===== src/rtl/swan256_word_shim.sv =====
// ---------------------------------------------------------------------------
// swan256_word_shim
//
// Word-serial front end for the SWAN-256 block cores (encrypt or decrypt;
// both cores share one port list). A 256-bit key is written one word at a
// time through a word-addressed port. A 256-bit block arrives as eight
// 32-bit words on a valid/ready stream. The shim launches one core
// operation and returns the 256-bit result as eight words on a second
// valid/ready stream.
//
// Word w of the key, block or result occupies bits [32*w +: 32] of the
// wide vector. Word 0 is the first word streamed.
//
// Ports
//   clk, rst               clock (rising edge), async active-high reset
//   key_we/key_addr/key_data  key word write port (honoured in LOAD only)
//   in_valid/in_ready/in_data    input word stream
//   out_valid/out_ready/out_data result word stream
//   busy                   high while the core owns the block (START, WAIT)
//   timeout_err            sticky abort flag; cleared by next accepted word
//   blk_count              completed-block counter, wraps at 16 bits
//   core_start/core_inp/core_key  launch interface to the core
//   core_ready/core_out    completion interface from the core
//
// All outputs come from registers or from a decode of the state register,
// so neither in_valid nor out_ready reaches an output combinationally.
// ---------------------------------------------------------------------------
module swan256_word_shim #(
  parameter int BLOCK_SIZE = 256,
  parameter int KEY_SIZE   = 256,
  parameter int WORD_W     = 32,
  parameter int TIMEOUT    = 1024
) (
  input  logic                  clk,
  input  logic                  rst,
  input  logic                  key_we,
  input  logic [2:0]            key_addr,
  input  logic [WORD_W-1:0]     key_data,
  input  logic                  in_valid,
  output logic                  in_ready,
  input  logic [WORD_W-1:0]     in_data,
  output logic                  out_valid,
  input  logic                  out_ready,
  output logic [WORD_W-1:0]     out_data,
  output logic                  busy,
  output logic                  timeout_err,
  output logic [15:0]           blk_count,
  output logic                  core_start,
  output logic [BLOCK_SIZE-1:0] core_inp,
  output logic [KEY_SIZE-1:0]   core_key,
  input  logic                  core_ready,
  input  logic [BLOCK_SIZE-1:0] core_out
);

  localparam int NW = BLOCK_SIZE / WORD_W;
  localparam int NK = KEY_SIZE / WORD_W;
  localparam int CW = $clog2(NW);
  // Timeout counter only has to reach TIMEOUT-1; abort fires on that cycle.
  localparam int TW = (TIMEOUT > 1) ? $clog2(TIMEOUT) : 1;

  localparam logic [CW-1:0] LAST_WORD = CW'(NW - 1);
  localparam logic [TW-1:0] TMO_LAST  = TW'(TIMEOUT - 1);

  typedef enum logic [1:0] {
    LOAD   = 2'd0,
    START  = 2'd1,
    WAIT   = 2'd2,
    UNLOAD = 2'd3
  } state_t;

  state_t state;
  state_t state_next;

  logic [NK-1:0][WORD_W-1:0] key_q;
  logic [NW-1:0][WORD_W-1:0] blk_q;
  logic [NW-1:0][WORD_W-1:0] res_q;
  logic [CW-1:0]             wcnt;
  logic [CW-1:0]             rcnt;
  logic [TW-1:0]             tcnt;

  logic in_fire;
  logic out_fire;
  logic capture;
  logic abort;

  // State register.
  always_ff @(posedge clk or posedge rst) begin
    if (rst) begin
      state <= LOAD;
    end else begin
      state <= state_next;
    end
  end

  // Next-state logic and state-decoded strobes. Handshake qualifiers
  // (in_fire, out_fire) are internal only; the ready/valid outputs depend
  // on the state alone.
  always_comb begin
    state_next = state;
    in_ready   = 1'b0;
    out_valid  = 1'b0;
    busy       = 1'b0;
    core_start = 1'b0;
    in_fire    = 1'b0;
    out_fire   = 1'b0;
    capture    = 1'b0;
    abort      = 1'b0;
    case (state)
      LOAD: begin
        in_ready = 1'b1;
        in_fire  = in_valid;
        if (in_valid && (wcnt == LAST_WORD)) begin
          state_next = START;
        end
      end
      START: begin
        busy       = 1'b1;
        core_start = 1'b1;
        state_next = WAIT;
      end
      WAIT: begin
        busy = 1'b1;
        if (core_ready) begin
          capture    = 1'b1;
          state_next = UNLOAD;
        end else if ((TIMEOUT != 0) && (tcnt == TMO_LAST)) begin
          abort      = 1'b1;
          state_next = LOAD;
        end
      end
      UNLOAD: begin
        out_valid = 1'b1;
        out_fire  = out_ready;
        if (out_ready && (rcnt == LAST_WORD)) begin
          state_next = LOAD;
        end
      end
      default: begin
        state_next = LOAD;
      end
    endcase
  end

  // Datapath registers. The block and key registers are only written in
  // LOAD, which keeps core_inp/core_key frozen from START through UNLOAD.
  // A key write that coincides with an input handshake lands in the same
  // block.
  always_ff @(posedge clk or posedge rst) begin
    if (rst) begin
      key_q       <= '0;
      blk_q       <= '0;
      res_q       <= '0;
      wcnt        <= '0;
      rcnt        <= '0;
      tcnt        <= '0;
      timeout_err <= 1'b0;
      blk_count   <= '0;
    end else begin
      if ((state == LOAD) && key_we) begin
        key_q[key_addr] <= key_data;
      end
      if (in_fire) begin
        blk_q[wcnt] <= in_data;
        wcnt        <= wcnt + 1'b1;
        timeout_err <= 1'b0;
      end
      if (state == START) begin
        tcnt <= '0;
      end
      if ((state == WAIT) && !core_ready && !abort) begin
        tcnt <= tcnt + 1'b1;
      end
      if (abort) begin
        timeout_err <= 1'b1;
      end
      if (capture) begin
        res_q     <= core_out;
        blk_count <= blk_count + 16'd1;
      end
      if (out_fire) begin
        rcnt <= rcnt + 1'b1;
      end
    end
  end

  assign core_inp = blk_q;
  assign core_key = key_q;
  // rcnt and res_q only change on a handshake or capture, so the word holds
  // steady while the downstream stalls.
  assign out_data = res_q[rcnt];

endmodule


===== config.mk =====
export PLATFORM = sky130hd
export DESIGN_NAME = swan256_word_shim
export DESIGN_NICKNAME = d
export VERILOG_FILES = /design/src/rtl/swan256_word_shim.sv
export SDC_FILE = /design/constraint.sdc
export NUM_CORES = 2
export LEC_CHECK = 0
export CAP_MARGIN = 20
export CORE_AREA = 2 2 352 354
export CTS_CLUSTER_SIZE = 14
export DETAILED_ROUTE_END_ITERATION = 7
export DIE_AREA = 0 0 354 356
export SLEW_MARGIN = 0
export SYNTH_ARGS = -nofsm -noshare
export SYNTH_HDL_FRONTEND = slang
export SYNTH_SLANG_ARGS = --single-unit

===== constraint.sdc =====
create_clock -name clk -period 36.5 [get_ports clk]
set_input_delay 3.65 -clock clk [delete_from_list [all_inputs] [get_ports clk]]
set_output_delay 3.65 -clock clk [all_outputs]
set_load 0.02 [all_outputs]

**Word-level counts from Yosys, hierarchy flattened**

Index checks and enable logic that the tools add are counted.

- Register bits after elaboration: 803
- Logic and storage cells: 90
- Output and inout bits: 565

- Add/sub/neg operators: 4
- $lt $le $gt $ge: 5
- Eq/ne operators: 9
- Reductions and logical operators: 14
- Mux-type cells: 28

Operators by type and width:

| operator | number |
|---|---|
| $bwmux 256 | 2 |
| $demux 32 s3 | 2 |
| $bmux 32 s3 | 1 |
| $mux 32 | 3 |
| $mux 10 | 2 |
| $add 16x1->16 const B | 1 |
| $mux 1 | 13 |
| $lt 3x4->1 const B | 3 |
| $add 10x1->10 const B | 1 |
| $eq 10x10->1 const B | 1 |
| $mux 2 | 4 |
| $pmux 2 s4 | 1 |
| $logic_and 1x1->1 | 7 |
| $add 3x1->3 const B | 2 |
| $eq 3x3->1 const B | 2 |
| $ge 3x1->1 const B | 2 |
| $eq 2x2->1 const B | 2 |
| $ne 2x2->1 const B | 2 |
| $reduce_bool 2->1 | 2 |
| $ne 3x3->1 const B | 1 |
| $reduce_and 3->1 | 1 |
| $eq 2x1->1 const B | 1 |
| $logic_not 1->1 | 2 |
| $logic_not 2->1 | 1 |
| $reduce_or 2->1 | 1 |

**Logic depth before layout (Yosys ltp)**

- Depth in word-level cells: 7
- Gate-level depth with buffers: 8
- Gate-level depth less buffers: 6

**Worst setup path before layout**

No wires, ideal clock.

- Path kind: flip-flop to output port
- Start: register rcnt[0]
- End: output out_data[0]
- Slack: 31.124 ns
- Required time: 32.850 ns
- Path buffers: 2
- Stages on the path, launching flop included: 5
- Arrival time: 1.726 ns
- Cell sequence: dfrtp_1 > buf_2 > buf_2 > mux4_2 > mux2_2

- Word-level cells in the longest chain between the ends: 2

RTL lines:

| item | line | RTL |
|---|---|---|
| from (decl) | 78 | `logic [CW-1:0] rcnt;` |
| from (signal assigned) | 181 | `rcnt <= rcnt + 1'b1;` |
| $bmux 32 s3 | 190 | `assign out_data = res_q[rcnt];` |
| $mux 32 (not written as such) | 190 |  |
| to (decl) | 44 | `output logic [WORD_W-1:0] out_data,` |

No other way between the ends. The select of a mux whose other input is x is not followed.

==> results.cfg <==
[grt]
gr-usage-all-layers_pct = 16.4
overflow = 0
first_global_vias = 22793
antenna_found_initial = 24
grt_max_degree = 196
grt_pass1_wl_mm = 155

[route]
drt_iter0_drc = 1229
drc = 0
routedWlPerCell_um = 21.0
ant_nets = 0
dr.pass1.iters = 5
viasPerCell = 4.39
vias = 22271
detail_route.wirelength_mm = 106

[synthesis]
ys_warn_count = 0
ys_ff_latch = 803
syn_avg_cell_area_um2 = 13.1
syn-cell-area_um2 = 32100
syn_nets = 2795
synth_largest_area_cell = dfrtp_1
ys_seq_area_share_pct = 62.5
syn_inst = 2456
synth_cell_types = 42
synth-edff-count = 0
async_reset_ff_share_pct = 100
synth.area.top_cells = dfrtp_1, mux2_2, nand2_1, mux4_2, buf_2
synth_flop_cell = dfrtp_1
yosysTopAreaCellShare_pct = 62.5

[sta]
slew_violations = 0
clock-skew-final_ns = 0.0411
finalSetupTns_ns = 0
hold_viol_final = 0
max_freq_ghz = 0.133
hold_slack_ns = 0.470
max_slew_margin_pct = 23.5
grt_setup_unrepaired = no
setup_viol = 0
finalWorstPathRequiredPeriod_ns = 7.52
fin_crit_sh_pct = 20.6
worstMarginPinSlew_ns = 1.15

[die]
start_util_pct = 26.2
die_area_um2 = 126000
die_w_um = 354
die_h_um = 356
coreArea_um2 = 123000
io_pins = 894
rows = 129

[clock_tree]
root_buffer = clkbuf_16
ctsResizeCount = 0
cts_buffers = 90
cts.htree.levels = 3
cts.path.max_buffers = 3
holdBufCountCts = 0
postCtsSetupRepairBufs = 0
cts.sinks = 803
cts_tree = built
path_clk_slew_ns = 0.06
clk_latency_ns = 0.66

[final_layout]
finalInstanceArea_um2 = 46100
num-nets-final = 3686
layout_commonest_cell = clkdlybuf4s50_1
mostFrequentLayoutCells = clkdlybuf4s50_1, dfrtp_1, nand2_1
layout-drive-gt1-share_pct = 23.3
num-fill-cells = 11887
area_growth_pct = 43.6

[critical_path]
crit_path_end_kind = async pin
worst_setup_path_start_kind = input pin
crit_fanout = 155
critical_path_class = input pin to async pin
critical_path_arrival_ns = 8.23
reg2reg_slack_ns = 32.78
required_ns = 37.20

[placement]
placedInstanceArea_um2 = 42900
dp_hpwl_mm = 75.6
io_buffers = 893
gp_congestion = 0.806

[status]
status = finished clean

[worst_hold_path]
hp-class = flop to flop

[power]
p_leak_nw = 20.6
power.density_nw_per_um2 = 94.6
ir_drop_v = 0.0000578

[flow_run]
cap_violations = 0
synthesized netlist by cell type, types with 4 or more instances:
master / count
and3_1: 5
mux4_2: 64
ha_1: 10
buf_6: 6
nand4_1: 6
nand2b_1: 5
nand2_1: 796
nand3_1: 9
o21ai_0: 8
dfrtp_1: 803
nor2_1: 14
xnor2_1: 15
nor3_2: 4
mux2_2: 529
clkbuf_1: 65
mux2_1: 21
nor3_1: 4
buf_2: 52
cell families (layout without fill, tap and decap cells):
| logic type | Yosys count | after routing | synth area share (%) |
|---|---|---|---|
| and+or+nand+nor | 858 | 858 | 10.4 |
| DFF | 803 | 803 | 62.5 |
| muxes | 616 | 616 | 23.8 |
| buffers and inverters | 129 | 1097 | 1.86 |
| AOI/OAI and AO/OA | 22 | 22 | 0.494 |
| xor gates and xnor gates | 18 | 18 | 0.490 |
| adders and majority gates | 10 | 10 | 0.389 |
| other | 0 | 10 | 0 |
power by group:
| part | internal [mW] | switching [mW] |
|---|---|---|
| combinational | 0.949 | 0.932 |
| clock | 0.559 | 0.391 |
| sequential | 1.29 | 0.241 |
| total | 2.80 | 1.56 |
routing by layer:
layer  track usage, %  routed length (um)  share of wire [%]
met3             5.08                7820                7.4
met5                0                 154               0.14
met1             20.2               43700                 41
met4             6.59                3890                3.7
met2             26.8               50800                 48
registers in the layout, indices dropped and copies added, names as in the netlist:
signal       cells
core_inp       256
tcnt            10
res_q          256
timeout_err      1
core_key       256
state            2
rcnt             3
wcnt             3
blk_count       16
layout make-up:
cell class / count / area [um2] / share of cell area, %
diodes: 10 / 25.0 / 0.0542
multi-input cells: 1524 / 11600 / 25.1
clock inverters: 33 / 508 / 1.10
well taps: 1637 / 2050 / 4.44
flip-flops and latches: 803 / 20100 / 43.6
repair buffers: 925 / 9220 / 20.0
clock buffers: 136 / 2660 / 5.75
inverters: 3 / 18.8 / 0.0407
path summary, 6_finish.rpt:
check,to,from,cells after the start
setup / recovery,res_q[58]$_DFFE_PP0P_,rst,6
hold / removal,res_q[205]$_DFFE_PP0P_,res_q[205]$_DFFE_PP0P_,2
setup reg to reg,res_q[93]$_DFFE_PP0P_,state[0]$_DFFE_PP0P_,7
hold reg to reg,res_q[205]$_DFFE_PP0P_,res_q[205]$_DFFE_PP0P_,2
max in group clk,out_data[26],rcnt[0]$_DFFE_PP0P_,4
min in group asynchronous,core_inp[77]$_DFFE_PP0P_,rst,2
stage by stage:
step | power, mW | utilization, % | setup WS, ns | std cells
4_1_cts | 4.43 | 37.6 | 28.75 | 5060
6_report | 4.36 | 37.6 | 28.98 | 5071
5_1_grt | 4.59 | 37.6 | 28.33 | 5066
3_3_place_gp | 3.43 | 35.0 | 28.16 | 4891
3_5_place_dp | 3.46 | 35.0 | 28.18 | 4891
2_1_floorplan | 2.50 | - | 10.30 | 2456
worst max-delay path, cell delays in order:
cell	delay (ns)
clkdlybuf4s50_1	0.49
inv_8	0.63
buf_4	0.81
buf_4	0.82
buf_12	0.59
buf_4	0.70
Note: power is estimated with default switching activity, not from simulation.
